$ cat src/rtl/load_store_unit_if.sv
// Request, data-bus and response signals of the load/store unit.
// Signal suffixes are relative to the LSU: _i is driven into it, _o is driven by it.
interface load_store_unit_if #(
    parameter int unsigned C_XLEN = 32
) ();
    // Request from decode/ALU
    logic              req_valid_i;
    logic              req_ready_o;
    logic [C_XLEN-1:0] req_addr_i;
    logic [C_XLEN-1:0] req_wdata_i;
    logic              req_store_i;
    logic [1:0]        req_size_i;
    logic              req_unsigned_i;
    // Data bus
    logic              dbus_req_o;
    logic              dbus_we_o;
    logic [C_XLEN-1:0] dbus_addr_o;
    logic [3:0]        dbus_be_o;
    logic [C_XLEN-1:0] dbus_wdata_o;
    logic              dbus_ack_i;
    logic              dbus_err_i;
    logic [C_XLEN-1:0] dbus_rdata_i;
    // Response to writeback
    logic              rsp_valid_o;
    logic [C_XLEN-1:0] rsp_data_o;
    logic              rsp_misalign_o;
    logic              rsp_err_o;

    // LSU side
    modport master (
        input  req_valid_i, req_addr_i, req_wdata_i, req_store_i, req_size_i, req_unsigned_i,
        input  dbus_ack_i, dbus_err_i, dbus_rdata_i,
        output req_ready_o,
        output dbus_req_o, dbus_we_o, dbus_addr_o, dbus_be_o, dbus_wdata_o,
        output rsp_valid_o, rsp_data_o, rsp_misalign_o, rsp_err_o
    );

    // Pipeline and memory side
    modport slave (
        output req_valid_i, req_addr_i, req_wdata_i, req_store_i, req_size_i, req_unsigned_i,
        output dbus_ack_i, dbus_err_i, dbus_rdata_i,
        input  req_ready_o,
        input  dbus_req_o, dbus_we_o, dbus_addr_o, dbus_be_o, dbus_wdata_o,
        input  rsp_valid_o, rsp_data_o, rsp_misalign_o, rsp_err_o
    );
endinterface

$ cat src/rtl/load_store_unit.sv
// Load/store unit: one data-bus transaction per request, load data aligned and
// extended for writeback, misaligned accesses and bus errors reported in the response.
module load_store_unit #(
    parameter int unsigned C_XLEN = 32
) (
    input  logic               clk_i,
    input  logic               resetb_i,
    input  logic               clk_en_i,
    load_store_unit_if.master  bus
);

    typedef enum logic [1:0] {StIdle, StBusy, StResp} state_e;

    state_e            state_q, state_d;
    logic              we_q, we_d;
    logic [C_XLEN-1:0] addr_q, addr_d;
    logic [3:0]        be_q, be_d;
    logic [C_XLEN-1:0] wdata_q, wdata_d;
    logic [1:0]        size_q, size_d;
    logic [1:0]        off_q, off_d;
    logic              unsigned_q, unsigned_d;
    logic [C_XLEN-1:0] rsp_data_q, rsp_data_d;
    logic              misalign_q, misalign_d;
    logic              err_q, err_d;

    logic              accept;
    logic [1:0]        req_off;
    logic              req_misalign;
    logic [3:0]        req_be;
    logic [C_XLEN-1:0] req_wdata;
    logic [C_XLEN-1:0] rdata_shifted;
    logic [C_XLEN-1:0] load_data;

    assign accept  = (state_q == StIdle) && bus.req_valid_i && clk_en_i;
    assign req_off = bus.req_addr_i[1:0];

    // Decode the incoming request: alignment, byte lanes and lane-replicated store data
    always_comb begin
        req_misalign = 1'b1;
        req_be       = 4'b1111;
        req_wdata    = bus.req_wdata_i;
        unique case (bus.req_size_i)
            2'd0: begin
                req_misalign = 1'b0;
                req_be       = 4'b0001 << req_off;
                req_wdata    = {4{bus.req_wdata_i[7:0]}};
            end
            2'd1: begin
                req_misalign = req_off[0];
                req_be       = 4'b0011 << {req_off[1], 1'b0};
                req_wdata    = {2{bus.req_wdata_i[15:0]}};
            end
            2'd2: begin
                req_misalign = (req_off != 2'd0);
            end
            default: begin
                req_misalign = 1'b1;
            end
        endcase
    end

    assign rdata_shifted = bus.dbus_rdata_i >> {off_q, 3'b000};

    // Align and extend returned load data
    always_comb begin
        load_data = rdata_shifted;
        unique case (size_q)
            2'd0: load_data = unsigned_q ? {{(C_XLEN-8){1'b0}}, rdata_shifted[7:0]}
                                         : {{(C_XLEN-8){rdata_shifted[7]}}, rdata_shifted[7:0]};
            2'd1: load_data = unsigned_q ? {{(C_XLEN-16){1'b0}}, rdata_shifted[15:0]}
                                         : {{(C_XLEN-16){rdata_shifted[15]}}, rdata_shifted[15:0]};
            default: load_data = rdata_shifted;
        endcase
    end

    // FSM state register; async reset drops dbus_req_o at once
    always_ff @(posedge clk_i or negedge resetb_i) begin
        if (!resetb_i) begin
            state_q <= StIdle;
        end else begin
            state_q <= state_d;
        end
    end

    // FSM next state; the bus side advances regardless of clk_en_i
    always_comb begin
        state_d = state_q;
        unique case (state_q)
            StIdle:  if (accept) state_d = req_misalign ? StResp : StBusy;
            StBusy:  if (bus.dbus_ack_i) state_d = StResp;
            StResp:  if (clk_en_i) state_d = StIdle;
            default: state_d = StIdle;
        endcase
    end

    // FSM outputs
    always_comb begin
        bus.req_ready_o    = (state_q == StIdle);
        bus.dbus_req_o     = (state_q == StBusy);
        bus.rsp_valid_o    = (state_q == StResp);
        bus.dbus_we_o      = we_q;
        bus.dbus_addr_o    = addr_q;
        bus.dbus_be_o      = be_q;
        bus.dbus_wdata_o   = wdata_q;
        bus.rsp_data_o     = rsp_data_q;
        bus.rsp_misalign_o = misalign_q;
        bus.rsp_err_o      = err_q;
    end

    // Datapath next state: capture request on accept, capture response on ack
    always_comb begin
        we_d       = we_q;
        addr_d     = addr_q;
        be_d       = be_q;
        wdata_d    = wdata_q;
        size_d     = size_q;
        off_d      = off_q;
        unsigned_d = unsigned_q;
        rsp_data_d = rsp_data_q;
        misalign_d = misalign_q;
        err_d      = err_q;
        if (accept) begin
            we_d       = bus.req_store_i;
            addr_d     = {bus.req_addr_i[C_XLEN-1:2], 2'b00};
            be_d       = req_be;
            wdata_d    = req_wdata;
            size_d     = bus.req_size_i;
            off_d      = req_off;
            unsigned_d = bus.req_unsigned_i;
            rsp_data_d = '0;
            misalign_d = req_misalign;
            err_d      = 1'b0;
        end else if ((state_q == StBusy) && bus.dbus_ack_i) begin
            err_d      = bus.dbus_err_i;
            rsp_data_d = (bus.dbus_err_i || we_q) ? '0 : load_data;
        end
    end

    // Datapath registers
    always_ff @(posedge clk_i or negedge resetb_i) begin
        if (!resetb_i) begin
            we_q       <= 1'b0;
            addr_q     <= '0;
            be_q       <= '0;
            wdata_q    <= '0;
            size_q     <= '0;
            off_q      <= '0;
            unsigned_q <= 1'b0;
            rsp_data_q <= '0;
            misalign_q <= 1'b0;
            err_q      <= 1'b0;
        end else begin
            we_q       <= we_d;
            addr_q     <= addr_d;
            be_q       <= be_d;
            wdata_q    <= wdata_d;
            size_q     <= size_d;
            off_q      <= off_d;
            unsigned_q <= unsigned_d;
            rsp_data_q <= rsp_data_d;
            misalign_q <= misalign_d;
            err_q      <= err_d;
        end
    end

endmodule
$ cat src/flat_wrapper.sv
// flat-port wrapper written by rule: the top's interface ports become plain ports
module load_store_unit_flat 
#(
    parameter int unsigned C_XLEN = 32
)
  (clk_i, resetb_i, clk_en_i, bus_req_valid_i, bus_req_addr_i, bus_req_wdata_i, bus_req_store_i, bus_req_size_i, bus_req_unsigned_i, bus_dbus_ack_i, bus_dbus_err_i, bus_dbus_rdata_i, bus_req_ready_o, bus_dbus_req_o, bus_dbus_we_o, bus_dbus_addr_o, bus_dbus_be_o, bus_dbus_wdata_o, bus_rsp_valid_o, bus_rsp_data_o, bus_rsp_misalign_o, bus_rsp_err_o);
  load_store_unit_if #(.C_XLEN(C_XLEN)) bus_i ();
  input  logic clk_i;
  input  logic resetb_i;
  input  logic clk_en_i;
  input wire logic [$bits(bus_i.req_valid_i)-1:0] bus_req_valid_i;
  input wire logic [$bits(bus_i.req_addr_i)-1:0] bus_req_addr_i;
  input wire logic [$bits(bus_i.req_wdata_i)-1:0] bus_req_wdata_i;
  input wire logic [$bits(bus_i.req_store_i)-1:0] bus_req_store_i;
  input wire logic [$bits(bus_i.req_size_i)-1:0] bus_req_size_i;
  input wire logic [$bits(bus_i.req_unsigned_i)-1:0] bus_req_unsigned_i;
  input wire logic [$bits(bus_i.dbus_ack_i)-1:0] bus_dbus_ack_i;
  input wire logic [$bits(bus_i.dbus_err_i)-1:0] bus_dbus_err_i;
  input wire logic [$bits(bus_i.dbus_rdata_i)-1:0] bus_dbus_rdata_i;
  output wire logic [$bits(bus_i.req_ready_o)-1:0] bus_req_ready_o;
  output wire logic [$bits(bus_i.dbus_req_o)-1:0] bus_dbus_req_o;
  output wire logic [$bits(bus_i.dbus_we_o)-1:0] bus_dbus_we_o;
  output wire logic [$bits(bus_i.dbus_addr_o)-1:0] bus_dbus_addr_o;
  output wire logic [$bits(bus_i.dbus_be_o)-1:0] bus_dbus_be_o;
  output wire logic [$bits(bus_i.dbus_wdata_o)-1:0] bus_dbus_wdata_o;
  output wire logic [$bits(bus_i.rsp_valid_o)-1:0] bus_rsp_valid_o;
  output wire logic [$bits(bus_i.rsp_data_o)-1:0] bus_rsp_data_o;
  output wire logic [$bits(bus_i.rsp_misalign_o)-1:0] bus_rsp_misalign_o;
  output wire logic [$bits(bus_i.rsp_err_o)-1:0] bus_rsp_err_o;
  assign bus_i.req_valid_i = bus_req_valid_i;
  assign bus_i.req_addr_i = bus_req_addr_i;
  assign bus_i.req_wdata_i = bus_req_wdata_i;
  assign bus_i.req_store_i = bus_req_store_i;
  assign bus_i.req_size_i = bus_req_size_i;
  assign bus_i.req_unsigned_i = bus_req_unsigned_i;
  assign bus_i.dbus_ack_i = bus_dbus_ack_i;
  assign bus_i.dbus_err_i = bus_dbus_err_i;
  assign bus_i.dbus_rdata_i = bus_dbus_rdata_i;
  assign bus_req_ready_o = bus_i.req_ready_o;
  assign bus_dbus_req_o = bus_i.dbus_req_o;
  assign bus_dbus_we_o = bus_i.dbus_we_o;
  assign bus_dbus_addr_o = bus_i.dbus_addr_o;
  assign bus_dbus_be_o = bus_i.dbus_be_o;
  assign bus_dbus_wdata_o = bus_i.dbus_wdata_o;
  assign bus_rsp_valid_o = bus_i.rsp_valid_o;
  assign bus_rsp_data_o = bus_i.rsp_data_o;
  assign bus_rsp_misalign_o = bus_i.rsp_misalign_o;
  assign bus_rsp_err_o = bus_i.rsp_err_o;
  load_store_unit #(.C_XLEN(C_XLEN)) u_core (.clk_i(clk_i), .resetb_i(resetb_i), .clk_en_i(clk_en_i), .bus(bus_i));
endmodule
$ cat config.mk
export PLATFORM = sky130hd
export DESIGN_NAME = load_store_unit_flat
export DESIGN_NICKNAME = d
export VERILOG_FILES = /design/src/rtl/load_store_unit_if.sv /design/src/rtl/load_store_unit.sv /design/src/flat_wrapper.sv
export SDC_FILE = /design/constraint.sdc
export NUM_CORES = 1
export LEC_CHECK = 0
export BUFFER_PORTS_ARGS = -buffer_cell sky130_fd_sc_hd__buf_2
export CORE_ASPECT_RATIO = 0.8
export CORE_MARGIN = 5
export CORE_UTILIZATION = 41
export CTS_BUF_LIST = sky130_fd_sc_hd__clkbuf_4
export CTS_CLUSTER_DIAMETER = 200
export DETAILED_ROUTE_END_ITERATION = 12
export PLACE_DENSITY = 0.73
export SYNTH_ARGS = -nofsm -noshare
export SYNTH_HDL_FRONTEND = slang
export SYNTH_SLANG_ARGS = --single-unit
$ cat constraint.sdc
create_clock -name clk_i -period 1.85 [get_ports clk_i]
set_input_delay 0 -clock clk_i [delete_from_list [all_inputs] [get_ports clk_i]]
set_output_delay 0 -clock clk_i [all_outputs]
set_load 0.1 [all_outputs]
==> flow_summary.json, run 1 <==
{
  "end_kind": "flip-flop",
  "post-dp-hpwl_um": 10600,
  "outcome": "finished clean",
  "worst_ep_required_time_ns": 2.18,
  "synth_largest_type_area_fraction": 0.553,
  "grt_max_degree": 53,
  "vias": 4826,
  "post_synth.cell_area_avg_sq_um": 9.99,
  "final_net_count": 907,
  "routabilityCongestion": 0.849,
  "critical_path_launch_point_type": "flip-flop",
  "grtUsageTotal": 0.222,
  "grt_antenna_before_repair": 0,
  "synth_cell_type_count": 36,
  "fp.dieW_um": 132,
  "antenna_cells": 0,
  "maxClockFrequency_mhz": 565,
  "synth_commonest_cells": "sky130_fd_sc_hd__nand2_1, sky130_fd_sc_hd__dfrtp_1, sky130_fd_sc_hd__mux2i_1",
  "grtUsageMet2": 0.380,
  "pwr_density_cell_nw_per_um2": 1450,
  "busiest_layer": "met2",
  "yosys-top-cells-area": "sky130_fd_sc_hd__dfrtp_1, sky130_fd_sc_hd__nand2_1, sky130_fd_sc_hd__mux2i_1, sky130_fd_sc_hd__mux2_2, sky130_fd_sc_hd__o21ai_0",
  "number_of_port_buffers": 209,
  "path_max_fanout": 8,
  "mappedNetlistArea_sq_um": 4880,
  "fp-row-count": 35,
  "use_met3": 0.0799,
  "routed_wire_length_per_instance_um": 16.6,
  "cts_root_buffer": "sky130_fd_sc_hd__clkbuf_4",
  "clk_transition_reported_paths_ns": 0.15,
  "seq_area_frac_synth": 0.553,
  "static-leakage-power_uw": 0.00389,
  "min_period_ns": 1.77,
  "pin_slew_with_the_least_headroom_to_its_limit_ns": 0.634,
  "setup_tns_ns": 0,
  "min_path_type": "input port to async pin",
  "die_area_sq_um": 14200,
  "area_growth_pct": 51.4,
  "htree_levels": 3,
  "yosys_warnings": 0,
  "route.antenna.remaining_nets": 0,
  "tritoncts.num_buffers": 9,
  "first_iter_violations": 301,
  "slew_viol_final": 0,
  "final_hold_viol_count": 0,
  "first_global_vias": 5035,
  "yosys.area.top_type": "sky130_fd_sc_hd__dfrtp_1",
  "met1_capacity_usage_during_global_routing": 0.269,
  "synthArstFlopShare": 1.00,
  "drc": 0,
  "clock-sinks": 108,
  "grt_pass1_wl_um": 25700,
  "cap_violations": 0,
  "most_common_cell_in_the_netlist": "sky130_fd_sc_hd__nand2_1",
  "io_pins": 212,
  "start_util": 0.421,
  "cp_data_arrival_time_ns": 2.10,
  "synth_register_bits": 108,
  "ys.flop_type": "sky130_fd_sc_hd__dfrtp_1",
  "setup.reg_to_reg.worst_slack_ns": 0.08,
  "grt_overflow_total": 0,
  "clk-insertion-delay-late_ns": 0.45,
  "tritoncts_clock_tree": "built",
  "number_of_flops_mapped_to_enable_cells_by_yosys": 0,
  "drt_first_pass_iters": 7,
  "skew_ns": 0.0204,
  "setup_violations": 0,
  "worst_slew_margin_rel": 0.576,
  "drive_above_1_share": 0.348,
  "vdd.ir_drop.worst_mv": 1.06,
  "core-area_sq_um": 11600,
  "fin_total_pwr_uw": 10700,
  "dieHeight_um": 108,
  "route.detailed.vias_per_inst": 5.06,
  "post_synth_inst_count": 489,
  "period_share": 0.956,
  "cts.path.max_buffers": 2,
  "setup.worst_path.class": "flip-flop to flip-flop",
  "unrepaired_setup_endpoints_after_global_routing": "false",
  "detail_route.wirelength_um": 15800
}
==> critical path: stages (launching register included) <==
cell	delay [ns]
sky130_fd_sc_hd__dfrtp_2	0.44
sky130_fd_sc_hd__mux4_2	0.55
sky130_fd_sc_hd__and3b_1	0.31
sky130_fd_sc_hd__a221oi_1	0.26
sky130_fd_sc_hd__o2bb2ai_1	0.11
==> area by class of cell <==
type / count / area (sq um)
clock buffers: 9 / 67.6
clock inverters: 6 / 55.1
fillers: 893 / 4210
inverters: 4 / 15.0
multi-input cells: 343 / 2060
flip-flops and latches: 108 / 2710
well taps: 148 / 185
repair buffers: 335 / 2310
==> per-layer routing <==
| metal | vias up | part of all wire | routed length (um) |
|---|---|---|---|
| li1 | 2295 | - | - |
| met1 | 2291 | 0.41 | 6470 |
| met2 | 219 | 0.49 | 7690 |
| met3 | 21 | 0.091 | 1450 |
| met4 | 0 | 0.014 | 220 |
| met5 | - | 0 | 0 |
==> path summary, 6_finish.rpt <==
path | start | end | depth (start not counted)
max in group asynchronous | resetb_i | u_core.bus.dbus_addr_o[13] | 3
min reg2reg | u_core.bus.dbus_addr_o[10] | u_core.bus.dbus_addr_o[10] | 2
max | u_core.off_q[1] | u_core.bus.rsp_data_o[12] | 4
min | resetb_i | u_core.bus.dbus_addr_o[8] | 2
min in group clk_i | bus_dbus_rdata_i[8] | u_core.bus.rsp_data_o[8] | 4
max reg2reg | u_core.off_q[1] | u_core.bus.rsp_data_o[12] | 4
==> flip-flops by register name (all words and copies together), names as in the netlist <==
register                   count
u_core.unsigned_q              1
u_core.bus.rsp_err_o           1
u_core.bus.dbus_wdata_o       32
u_core.off_q                   2
u_core.bus.rsp_data_o         32
u_core.bus.dbus_be_o           4
u_core.bus.dbus_we_o           1
u_core.bus.rsp_misalign_o      1
u_core.size_q                  2
u_core.bus.dbus_addr_o        30
u_core.state_q                 2
==> cell usage in the layout (no fill, tap or decap), drive strengths merged, types with 2 or more instances in the layout <==
master	instances
conb	2
buf	228
o21ai	29
dlygate4sd3	107
dfrtp	108
and2b	2
clkinv	4
nor3	3
a221oi	7
nor2b	2
a221o	17
nand2b	3
o2bb2ai	16
a31oi	3
nor2	26
mux2i	33
a21oi	18
clkbuf	9
mux2	15
inv	5
nand2	156
==> per-stage QoR <==
stage | worst slack, ns | utilization | hold WS (ns) | cells | area, sq um
2_1_floorplan | -0.181 | - | -0.296 | 490 | 4930
3_3_place_gp | -0.0948 | 0.531 | 0.0177 | 830 | 6160
3_5_place_dp | -0.129 | 0.531 | 0.0340 | 830 | 6160
4_1_cts | 0.0141 | 0.635 | 0.00369 | 953 | 7370
5_1_grt | 0.00392 | 0.637 | 0.0163 | 953 | 7400
6_report | 0.0806 | 0.637 | 0.0687 | 953 | 7400
==> kinds of logic (layout without fill, tap and decap cells) <==
group	Yosys count	in the layout	synth area share
other	1	2	0.000768
AO/OA/AOI/OAI	94	94	0.141
flip-flops	108	108	0.553
multiplexers	49	49	0.107
buffers and inverters	39	354	0.0356
AND/OR/NAND/NOR	198	198	0.162
==> what timing repair did <==
| item | in CTS | in global routing |
|---|---|---|
| setup endpoints to repair | 16 | 20 |
| pin swaps | 1 | 0 |
| hold endpoints to repair | 215 | 0 |
| gates resized for setup | 0 | 6 |
| buffers inserted | 1 | 0 |
| gates cloned | 0 | 0 |
| hold buffers | 107 | 0 |
==> power breakdown <==
group | leakage, uW | total [uW] | internal [uW] | switching, uW
combinational | 0.00244 | 6350 | 1190 | 5170
sequential | 0.00138 | 3260 | 2910 | 342
clock | 0.0000687 | 1140 | 397 | 742
Power figures use the tool's default switching activity.
==> run 2, diff against run 1 <==
--- a/config.mk
+++ b/config.mk
@@ -13,4 +13,5 @@
 export CTS_CLUSTER_DIAMETER = 200
 export DETAILED_ROUTE_END_ITERATION = 12
+export GPL_TIMING_DRIVEN = 1
 export PLACE_DENSITY = 0.73
 export SYNTH_ARGS = -nofsm -noshare
==> constraint.sdc (replaced) <==
create_clock -name clk_i -period 1.85 [get_ports clk_i]
set_input_delay 0 -clock clk_i [delete_from_list [all_inputs] [get_ports clk_i]]
set_output_delay 0 -clock clk_i [all_outputs]
set_load 0.02 [all_outputs]
==> flow_summary.json, run 2 (same netlist as run 1, synthesis figures left out) <==
{
  "tritoncts.num_buffers": 9,
  "routed_wire_length_per_instance_um": 17.2,
  "skew_ns": 0.0324,
  "critical_path_launch_point_type": "flip-flop",
  "setup_violations": 0,
  "layout_commonest_cell": "sky130_fd_sc_hd__buf_2",
  "static-leakage-power_uw": 0.00393,
  "critical_path.cell_chain": "mux4_2 > nor2_1 > a2111oi_4 > buf_12 > a221o_2",
  "core-area_sq_um": 11600,
  "num-fill-cells": 918,
  "cap_violations": 0,
  "pin_slew_with_the_least_headroom_to_its_limit_ns": 0.632,
  "finalCoreUtilization": 0.644,
  "min_path_type": "input port to async pin",
  "clk_transition_reported_paths_ns": 0.17,
  "place_worst_setup_slack_ns": -0.216,
  "grtUsageTotal": 0.237,
  "min_period_ns": 1.77,
  "htree_levels": 3,
  "grt_max_degree": 61,
  "tritoncts_clock_tree": "built",
  "number_of_port_buffers": 209,
  "slew_viol_final": 0,
  "pwr_density_cell_nw_per_um2": 1030,
  "vdd.ir_drop.worst_mv": 0.606,
  "final_hold_viol_count": 0,
  "final_net_count": 912,
  "worst_ep_required_time_ns": 2.23,
  "antenna_cells": 0,
  "unrepaired_setup_endpoints_after_global_routing": "false",
  "grt_antenna_before_repair": 0,
  "post-dp-hpwl_um": 10800,
  "grt_pass1_wl_um": 27200,
  "end_kind": "flip-flop",
  "placedCellCount": 828,
  "timing.critical_path.slowest_stage_cell": "sky130_fd_sc_hd__mux4_2",
  "grt_overflow_total": 0,
  "start_util": 0.421,
  "fp.dieW_um": 132,
  "first_global_vias": 5301,
  "highest_count_cells_in_the_layout_ignoring_fill_and_taps": "sky130_fd_sc_hd__buf_2, sky130_fd_sc_hd__nand2_1, sky130_fd_sc_hd__dlygate4sd3_1, sky130_fd_sc_hd__dfrtp_1, sky130_fd_sc_hd__mux2i_1",
  "final-seq-area_sq_um": 2700,
  "cp_data_arrival_time_ns": 2.15,
  "path_max_fanout": 16,
  "critical_path.reg2reg.startpoint": "u_core.off_q[1]",
  "detail_route.wirelength_um": 16500,
  "routabilityCongestion": 0.871,
  "multi_input_comb_area_sq_um": 2040,
  "area_growth_pct": 53.1,
  "maxClockFrequency_mhz": 565,
  "route.detailed.vias_per_inst": 5.18,
  "clock-sinks": 108,
  "drive_above_1_share": 0.345,
  "die_area_sq_um": 14200,
  "cts_root_buffer": "sky130_fd_sc_hd__clkbuf_4",
  "finish.cell_count_without_fillers": 959,
  "dieHeight_um": 108,
  "drt_first_pass_iters": 5,
  "outcome": "finished clean",
  "worst_slew_margin_rel": 0.578,
  "clk-insertion-delay-late_ns": 0.49,
  "post_layout_worst_setup_margin_ns": 0.0796,
  "first_iter_violations": 301,
  "timing.critical_path.slowest_cell_delay_ns": 0.54,
  "vias": 4969,
  "cts.path.max_buffers": 2,
  "period_share": 0.957,
  "setup.worst_path.class": "flip-flop to flip-flop",
  "fp-row-count": 35,
  "route.antenna.remaining_nets": 0,
  "drc": 0,
  "cp-startpoint": "u_core.off_q[1]",
  "io_pins": 212
}
[run 2: cell types whose count changed in the layout (fill, tap and decap cells not counted), sizes merged]
cell	change
buf	+2
bufinv	+1
clkinv	-4
clkinvlp	+2
dlygate4sd3	+3
inv	+2
[run 2: report_power, final]
part,switching (uW),total [uW],internal (uW)
Clock,839,1410,571
Combinational,1840,3030,1190
Sequential,345,3250,2910
Total,3020,7700,4670
[run 2: layout make-up]
class | instances | share of cell area
Sequential cell | 108 | 0.361
Timing Repair Buffer | 340 | 0.316
Multi-Input combinational cell | 343 | 0.273
Tap cell | 148 | 0.0248
Clock inverter | 7 | 0.0142
Clock buffer | 9 | 0.00904
Inverter | 4 | 0.00201
[run 2: repair_timing]
item	CTS	global route
gates resized for setup	1	1
hold endpoints to repair	216	0
pin swaps	1	1
setup buffers	2	2
endpoints found under the setup margin	31	4
hold buffers	111	0
[run 2: critical path, delay by kind of cell (launching register included)]
| family | cells | cell delay, ns |
|---|---|---|
| compound gates | 2 | 0.38 |
| flops | 1 | 0.40 |
| simple gates | 1 | 0.21 |
| buf+inv | 1 | 0.17 |
| mux | 1 | 0.54 |
[run 2: per-stage QoR]
stage          TNS [ns]  instance area, sq um  hold slack [ns]  power [uW]
2_1_floorplan         0                  4890           -0.296        4990
3_3_place_gp      -2.08                  6130          -0.0484        6000
3_5_place_dp      -3.44                  6130          -0.0457        6070
4_1_cts               0                  7460          0.00883        7690
5_1_grt               0                  7480           0.0281        8150
6_report              0                  7480           0.0607        7700
[run 2: final timing paths]
kind,slack [ns],end,cells past startpoint
min in group clk_i,0.06,u_core.bus.rsp_data_o[7],3
setup reg to reg,0.08,u_core.bus.rsp_data_o[23],5
max in group asynchronous,1.50,u_core.bus.dbus_addr_o[24],3
hold reg to reg,0.49,u_core.bus.dbus_addr_o[3],2
hold / removal,0.06,u_core.bus.dbus_addr_o[4],3
setup / recovery,0.08,u_core.bus.rsp_data_o[23],5
[run 2: routing by layer]
layer / track usage / share of wire / vias to the layer above
li1: - / - / 2310
met2: 0.395 / 0.48 / 260
met4: 0.0808 / 0.026 / 0
met1: 0.297 / 0.41 / 2361
met3: 0.0659 / 0.086 / 38
met5: 0 / 0 / -
==> run 3, diff against run 2 <==
PLACE_DENSITY = 0.75   (was 0.73)
==> flow_summary.json, run 3 (same netlist as run 1, synthesis figures left out) <==
{
  "drc": 0,
  "clk_transition_reported_paths_ns": 0.16,
  "end_kind": "flip-flop",
  "skew_ns": 0.0158,
  "start_util": 0.421,
  "finish.cell_count_without_fillers": 955,
  "cp_data_arrival_time_ns": 2.14,
  "finalCoreUtilization": 0.637,
  "drt_first_pass_iters": 5,
  "worst_slew_margin_rel": 0.573,
  "grt_pass1_wl_um": 27400,
  "min_path_type": "input port to async pin",
  "static-leakage-power_uw": 0.00388,
  "cts_root_buffer": "sky130_fd_sc_hd__clkbuf_4",
  "grtUsageTotal": 0.240,
  "routabilityCongestion": 0.878,
  "cts.path.max_buffers": 2,
  "io_pins": 212,
  "cap_violations": 0,
  "grt_overflow_total": 0,
  "tritoncts.num_buffers": 9,
  "vdd.ir_drop.worst_mv": 0.613,
  "unrepaired_setup_endpoints_after_global_routing": "true",
  "fp.dieW_um": 132,
  "detail_route.wirelength_um": 17100,
  "die_area_sq_um": 14200,
  "area_growth_pct": 51.3,
  "slew_viol_final": 0,
  "final_net_count": 907,
  "pin_slew_with_the_least_headroom_to_its_limit_ns": 0.640,
  "highest_count_cells_in_the_layout_ignoring_fill_and_taps": "sky130_fd_sc_hd__buf_2, sky130_fd_sc_hd__nand2_1, sky130_fd_sc_hd__dlygate4sd3_1, sky130_fd_sc_hd__dfrtp_1, sky130_fd_sc_hd__mux2i_1",
  "outcome": "finished clean",
  "min_period_ns": 1.79,
  "critical_path_launch_point_type": "flip-flop",
  "layout_commonest_cell": "sky130_fd_sc_hd__buf_2",
  "setup_violations": 0,
  "dieHeight_um": 108,
  "num-fill-cells": 881,
  "final_hold_viol_count": 0,
  "core-area_sq_um": 11600,
  "route.detailed.vias_per_inst": 5.29,
  "critical_path.reg2reg.startpoint": "u_core.off_q[1]",
  "grt_antenna_before_repair": 0,
  "number_of_port_buffers": 209,
  "clock-sinks": 108,
  "pwr_density_cell_nw_per_um2": 1010,
  "setup.worst_path.class": "flip-flop to flip-flop",
  "worst_ep_required_time_ns": 2.20,
  "vias": 5049,
  "period_share": 0.966,
  "grt_max_degree": 94,
  "path_max_fanout": 8,
  "drive_above_1_share": 0.354,
  "first_global_vias": 5272,
  "clk-insertion-delay-late_ns": 0.46,
  "post-dp-hpwl_um": 10800,
  "tritoncts_clock_tree": "built",
  "placedCellCount": 827,
  "htree_levels": 3,
  "routed_wire_length_per_instance_um": 17.9,
  "cp-startpoint": "u_core.off_q[1]",
  "first_iter_violations": 290,
  "fp-row-count": 35,
  "route.antenna.remaining_nets": 0,
  "maxClockFrequency_mhz": 560
}
## run 3: report_power, final
| group | internal, uW | switching, uW |
|---|---|---|
| sequential | 2910 | 355 |
| combinational | 1200 | 1900 |
| clock | 283 | 796 |
## run 3: worst paths after layout
kind / cells past startpoint / slack (ns) / end
min in group clk_i: 3 / 0.07 / u_core.bus.rsp_data_o[7]
worst max-delay path: 4 / 0.06 / u_core.bus.rsp_data_o[10]
max in group asynchronous: 3 / 1.06 / u_core.bus.dbus_addr_o[25]
worst min register to register: 2 / 0.49 / u_core.bus.dbus_addr_o[31]
worst max register to register: 4 / 0.06 / u_core.bus.rsp_data_o[10]
worst min-delay path: 2 / 0.07 / u_core.bus.dbus_wdata_o[17]
## run 3: stage by stage
step / worst slack [ns] / power [uW] / setup TNS, ns / hold WS [ns] / cell area (sq um)
2_1_floorplan: 0.00460 / 4990 / 0 / -0.296 / 4890
3_3_place_gp: -0.126 / 5990 / -1.90 / 0.0212 / 6120
3_5_place_dp: -0.190 / 6090 / -4.00 / 0.0367 / 6120
4_1_cts: 0.0328 / 7370 / 0 / 0.0175 / 7340
5_1_grt: -0.0162 / 7910 / -0.0300 / 0.0606 / 7390
6_report: 0.0633 / 7440 / 0 / 0.0669 / 7390
## run 3: what timing repair did
item,CTS,global route
hold endpoints to repair,195,0
pin swaps,1,0
buffers inserted,1,2
gates cloned,0,1
hold buffers,107,0
setup endpoints to repair,30,24
gates resized for setup,2,6
## run 3: layout make-up
type,instances,area [sq um],share of cell area
Sequential cell,108,2700,0.366
Timing Repair Buffer,334,2290,0.310
Multi-Input combinational cell,344,2070,0.280
Tap cell,148,185,0.0251
Clock buffer,9,67.6,0.00914
Clock inverter,7,52.6,0.00711
Inverter,4,15.0,0.00203
Antenna cell,1,2.50,0.000339
## run 3: routing by layer
layer  global-route usage  share of wire
met1                0.282           0.40
met3               0.0799          0.080
met2                0.394           0.48
met4                0.120          0.044
met5                    0              0
## run 3: critical path, cell delays in order, from the launching register on
cell and delay, ns:
sky130_fd_sc_hd__dfrtp_2 0.44, sky130_fd_sc_hd__mux4_2 0.55, sky130_fd_sc_hd__and3b_2 0.30, sky130_fd_sc_hd__a221oi_1 0.27
sky130_fd_sc_hd__o2bb2ai_1 0.12
